### src/rtl/serial_flag_alu.sv
// serial_flag_alu: bit-serial add/subtract with a registered flag set
// (result, cout, zero, sign, overflow) offered under a valid/ready handshake.
// A single one-bit full-adder slice is reused for WIDTH clocks per operation.
//
// state  | meaning
// -------+---------------------------------------------------------------
// S_IDLE | waiting for start; outputs hold the last completed flag set
// S_RUN  | one sum bit per clock, LSB first; start is ignored
// S_DONE | flag set valid; waits for flags_ready (start here = back-to-back)

module serial_flag_alu #(
  parameter int WIDTH = 32
) (
  input  logic             i_clk,
  input  logic             i_reset,
  input  logic             i_start,
  input  logic             i_sub,
  input  logic [WIDTH-1:0] i_a,
  input  logic [WIDTH-1:0] i_b,
  output logic             o_busy,
  output logic             o_flags_valid,
  input  logic             i_flags_ready,
  output logic [WIDTH-1:0] o_result,
  output logic             o_cout,
  output logic             o_zero,
  output logic             o_sign,
  output logic             o_overflow
);

  // Counter only ever spans 0..WIDTH-1, so ceil(log2(WIDTH)) bits suffice.
  localparam int CW = (WIDTH > 1) ? $clog2(WIDTH) : 1;
  localparam logic [CW-1:0] LAST_BIT = CW'(WIDTH - 1);

  typedef enum logic [1:0] {
    S_IDLE = 2'd0,
    S_RUN  = 2'd1,
    S_DONE = 2'd2
  } state_t;

  state_t r_state;
  state_t w_state_nxt;

  logic             w_load;
  logic             w_step;
  logic             w_last;

  logic [WIDTH-1:0] r_a;
  logic [WIDTH-1:0] r_b;
  logic [WIDTH-1:0] r_res;
  logic             r_carry;
  logic             r_zacc;
  logic [CW-1:0]    r_cnt;

  logic             r_busy;
  logic             r_valid;
  logic [WIDTH-1:0] r_result;
  logic             r_cout;
  logic             r_zero;
  logic             r_sign;
  logic             r_overflow;

  logic             w_sum;
  logic             w_carry_nxt;
  logic [WIDTH-1:0] w_res_nxt;

  // One-bit full-adder slice working on the LSBs of the operand shifters.
  assign w_sum       = r_a[0] ^ r_b[0] ^ r_carry;
  assign w_carry_nxt = (r_a[0] & r_b[0]) | (r_carry & (r_a[0] ^ r_b[0]));
  assign w_res_nxt   = {w_sum, r_res[WIDTH-1:1]};
  assign w_last      = (r_cnt == LAST_BIT);

  // State register.
  always_ff @(posedge i_clk) begin
    if (i_reset) begin
      r_state <= S_IDLE;
    end else begin
      r_state <= w_state_nxt;
    end
  end

  // Next-state decode plus the load/step strobes for the datapath.
  always_comb begin
    w_state_nxt = r_state;
    w_load      = 1'b0;
    w_step      = 1'b0;
    case (r_state)
      S_IDLE: begin
        if (i_start) begin
          w_load      = 1'b1;
          w_state_nxt = S_RUN;
        end
      end
      S_RUN: begin
        w_step = 1'b1;
        if (w_last) begin
          w_state_nxt = S_DONE;
        end
      end
      S_DONE: begin
        if (i_flags_ready) begin
          if (i_start) begin
            w_load      = 1'b1;
            w_state_nxt = S_RUN;
          end else begin
            w_state_nxt = S_IDLE;
          end
        end
      end
      default: begin
        w_state_nxt = S_IDLE;
      end
    endcase
  end

  // Operand capture and serial shifting; subtract is a + ~b + 1, so the
  // inverted B and the carry-in of 1 are set up at capture time.
  always_ff @(posedge i_clk) begin
    if (i_reset) begin
      r_a     <= '0;
      r_b     <= '0;
      r_res   <= '0;
      r_carry <= 1'b0;
      r_zacc  <= 1'b0;
      r_cnt   <= '0;
    end else if (w_load) begin
      r_a     <= i_a;
      r_b     <= i_sub ? ~i_b : i_b;
      r_res   <= '0;
      r_carry <= i_sub;
      r_zacc  <= 1'b1;
      r_cnt   <= '0;
    end else if (w_step) begin
      r_a     <= r_a >> 1;
      r_b     <= r_b >> 1;
      r_res   <= w_res_nxt;
      r_carry <= w_carry_nxt;
      r_zacc  <= r_zacc & ~w_sum;
      if (!w_last) begin
        r_cnt <= r_cnt + 1'b1;
      end
    end
  end

  // Output flag set; updated only on the edge that finishes the MSB.
  // At that edge r_carry is the carry into the MSB and w_carry_nxt the
  // carry out, which is all overflow needs.
  always_ff @(posedge i_clk) begin
    if (i_reset) begin
      r_result   <= '0;
      r_cout     <= 1'b0;
      r_zero     <= 1'b0;
      r_sign     <= 1'b0;
      r_overflow <= 1'b0;
    end else if (w_step && w_last) begin
      r_result   <= w_res_nxt;
      r_cout     <= w_carry_nxt;
      r_zero     <= r_zacc & ~w_sum;
      r_sign     <= w_sum;
      r_overflow <= r_carry ^ w_carry_nxt;
    end
  end

  // Registered status outputs so busy/valid carry no combinational path.
  always_ff @(posedge i_clk) begin
    if (i_reset) begin
      r_busy  <= 1'b0;
      r_valid <= 1'b0;
    end else begin
      r_busy  <= (w_state_nxt == S_RUN);
      r_valid <= (w_state_nxt == S_DONE);
    end
  end

  assign o_busy        = r_busy;
  assign o_flags_valid = r_valid;
  assign o_result      = r_result;
  assign o_cout        = r_cout;
  assign o_zero        = r_zero;
  assign o_sign        = r_sign;
  assign o_overflow    = r_overflow;

endmodule
### config.mk
export PLATFORM = sky130hd
export DESIGN_NAME = serial_flag_alu
export DESIGN_NICKNAME = d
export VERILOG_FILES = /design/src/rtl/serial_flag_alu.sv
export SDC_FILE = /design/constraint.sdc
export NUM_CORES = 1
export LEC_CHECK = 0
export BUFFER_PORTS_ARGS = -buffer_cell sky130_fd_sc_hd__buf_2
export CAP_MARGIN = 20
export CORE_MARGIN = 2
export CORE_UTILIZATION = 45
export CTS_BUF_LIST = sky130_fd_sc_hd__clkbuf_4 sky130_fd_sc_hd__clkbuf_8
export DETAILED_ROUTE_END_ITERATION = 12
export PLACE_DENSITY_LB_ADDON = 0.12
export SLEW_MARGIN = 10
export SYNTH_ARGS = -nofsm -noshare
export SYNTH_HDL_FRONTEND = slang
export SYNTH_SLANG_ARGS = --single-unit
export TNS_END_PERCENT = 30
### constraint.sdc
create_clock -name i_clk -period 1.6 [get_ports i_clk]
set_input_delay 0.16 -clock i_clk [delete_from_list [all_inputs] [get_ports i_clk]]
set_output_delay 0.16 -clock i_clk [all_outputs]
set_load 0.02 [all_outputs]
==> metrics.txt <==
status=finished, final reports clean; Max Slew Vio Count=0; area of combinational cells with multiple inputs=2820 um2; unrepaired setup endpoints after global routing=yes; initial cell density of the core=45.6%; chip height=119 um; DIE WIDTH=119 um; clock buffer depth=2; final core utilization=56.6%; number of max-capacitance violations reported=0; number of antenna violations at the first check in global routing=2; cell accounting for the most synthesized area=sky130_fd_sc_hd__dfxtp_1; number of violations reported at the end of detailed-routing iteration 0=384; sequential element share of the synthesized area=47.3%; Async SR Flop Fraction=0%; total number of vias=5417; number of storage elements in the synthesis netlist=141; total clock buffers created by CTS=17; Commonest cells post-synth=sky130_fd_sc_hd__nand2_1 (191), sky130_fd_sc_hd__dfxtp_1 (141), sky130_fd_sc_hd__a21oi_1 (101); worst reg2reg startpoint=r_cnt[0]; syn_nets=786; number of levels the H-tree was split into=4; transition at the pin with the smallest max-transition slack=0.326 ns; crit path capture type=flop; startpoint-to-endpoint class of the critical path=flop to flop; total number of clock tree sinks=141; class of the worst hold path=input pin to flop; post-route fraction of the period consumed by the critical path=99.5%; layout overhead on the synthesized area=24.1%; Die ar.=14200 um2; Max Clk Rate=628 MHz; placed inst area=6710 um2; number of enable flip-flop cells after synthesis=0; most frequently used flop master after synthesis=sky130_fd_sc_hd__dfxtp_1; clock latency reported for the late side of the worst-skew pair=0.44 ns; Max-Slew Margin vs Limit=78.0%; routability congestion estimate from global placement=0.729; DP Wirelength=8980 um; reg-to-reg critical path endpoint=o_result[5]; total overflow reported by the global router=0; synthesized instance count=714; Tot GR Track Use=20.2%; DR vias/cell=5.43; Setup Viol. Count Final=0; Routed Wire Length=14500 um; synthesized area per cell=8.36 um2; cell area after synthesis=5970 um2; top fanout value on the critical path=13; type of origin of the critical path=flop; via count of the first global-routing pass=4982; number of warnings printed during yosys synthesis=0; required time of the critical path=1.96 ns; number of port buffers=106; Antenna Violating Nets Remaining=0; final std cell area, no fill=7400 um2; power density of the placed cells=1050 nW/um2; Final Hold Vio Count=0; first-pass GRT wire length=23300 um; pin count of the biggest net entering global routing=74; number of stages on the worst hold path=3; post-layout power=0.00774 W; top cell type's share of synthesized area=47.3%; final setup TNS=0 ns; Worst IR Drop VDD=428 uV; number of nets in the finished design=878; site row count=42; Yosys cell types=35; final critical delay including setup and external delays=1.59 ns; root buffer selected by CTS=sky130_fd_sc_hd__clkbuf_8; Core Box Area=13100 um2; clock-pin slew of the registers on the worst-case setup and hold paths=0.07 ns; Worst Reg2Reg Path Length in Cells=7; post-route worst hold slack=0.0224 ns; number of iterations in the first detailed-routing pass=4; count leader, synth=sky130_fd_sc_hd__nand2_1; Sequential Area=2830 um2; TritonCTS clock tree=yes; average wire per cell in the routed design=14.6 um; top cells by area in the synthesized netlist=sky130_fd_sc_hd__dfxtp_1 (47%), sky130_fd_sc_hd__nand2_1 (12%), sky130_fd_sc_hd__a21oi_1 (8.5%); ratio of cells with drive above 1 in the final layout=23.3%; fill cell count=1219; hold path startpoint=i_a[15]; number of remaining DRC errors=0; final setup skew=0.00945 ns; setup slack of the worst register-to-register path=0.008 ns; Worst EP arrival=1.96 ns; ports placed on the boundary=107; P_leak=2.70 nW; worst hold path endpoint=r_a[15]
report_power, final:
part | total (W) | internal (W) | switching, W
Clock | 0.00313 | 0.00181 | 0.00132
Combinational | 0.000869 | 0.000375 | 0.000494
Sequential | 0.00375 | 0.00366 | 0.0000856
worst max-delay path by stage:
stage	from	end	slack [ns]	cells past startpoint
4_1_cts	r_state[1]	r_b[19]	0.01	4
6_report	r_cnt[0]	o_result[5]	0.008	7
3_3_place_gp	r_cnt[1]	o_result[1]	0.004	7
5_1_grt	r_cnt[0]	o_result[4]	-0.06	7
3_5_place_dp	r_cnt[1]	o_result[7]	-0.1	7
2_1_floorplan	r_cnt[0]	o_result[25]	-0.002	8
repair_timing:
action,4_1_cts,5_1_grt
cloned,0,2
setup buffers,0,3
pin swaps,0,4
gates resized for setup,9,13
hold endpoints to repair,10,1
endpoints found under the setup margin,31,72
hold buffers,10,1
metal layers:
| layer | vias up | wire, um | share of wire [%] | global-route usage, % |
|---|---|---|---|---|
| li1 | 2690 | - | - | - |
| met1 | 2565 | 6450 | 44 | 24.9 |
| met2 | 139 | 7040 | 48 | 33.6 |
| met3 | 23 | 721 | 5.0 | 5.17 |
| met4 | 0 | 311 | 2.1 | 8.18 |
| met5 | - | 0 | 0 | 0 |
critical path, stage by stage, from the launching register on:
cell and delay [ns]:
sky130_fd_sc_hd__dfxtp_2 0.36, sky130_fd_sc_hd__ha_4 0.14, sky130_fd_sc_hd__and3_4 0.19, sky130_fd_sc_hd__ha_4 0.15, sky130_fd_sc_hd__and3b_2 0.31, sky130_fd_sc_hd__clkbuf_16 0.20, sky130_fd_sc_hd__nand2_1 0.06, sky130_fd_sc_hd__a21oi_1 0.12
cell usage in the layout, fill, tap and decap left out, drive strengths merged, types with 4 or more instances in the layout:
master	count
dlygate4sd3	11
nor3	32
a311oi	32
clkinvlp	4
clkbuf	22
a32oi	31
bufinv	4
buf	137
inv	4
o211ai	33
a21oi	101
nor2	9
nand3	4
xor2	32
dfxtp	141
nand2	192
flip-flops by register name, summed over array words and instances, names as in the netlist:
register / cells
r_cnt: 5
r_state: 2
o_result: 32
o_busy: 1
r_zacc: 1
o_cout: 1
r_res: 31
r_b: 32
r_carry: 1
o_flags_valid: 1
o_overflow: 1
o_zero: 1
r_a: 32
cells by family after synthesis:
| group | Yosys count | synth area share, % |
|---|---|---|
| xor+xnor | 35 | 5.14 |
| buf+inv | 80 | 6.65 |
| simple gates | 249 | 17.3 |
| compound gates | 206 | 22.9 |
| flops | 141 | 47.3 |
| fa+ha+maj | 3 | 0.755 |
metrics by stage:
stage               instances  worst slack, ns
floorplan                 714         -0.00222
global placement          947          0.00360
detailed placement        947          -0.0979
CTS                       989           0.0133
global route              997          -0.0551
finish                    997          0.00752
area by class of cell:
cell class	instances	share of cell area, %
multi-input combinational	493	38.1
clock inverter	11	2.23
antenna	2	0.0676
inverter	4	0.203
sequential	141	38.2
clock buffer	21	3.73
timing repair buffer	149	14.5
tap	176	2.97
(Power assumes the default switching activity.)
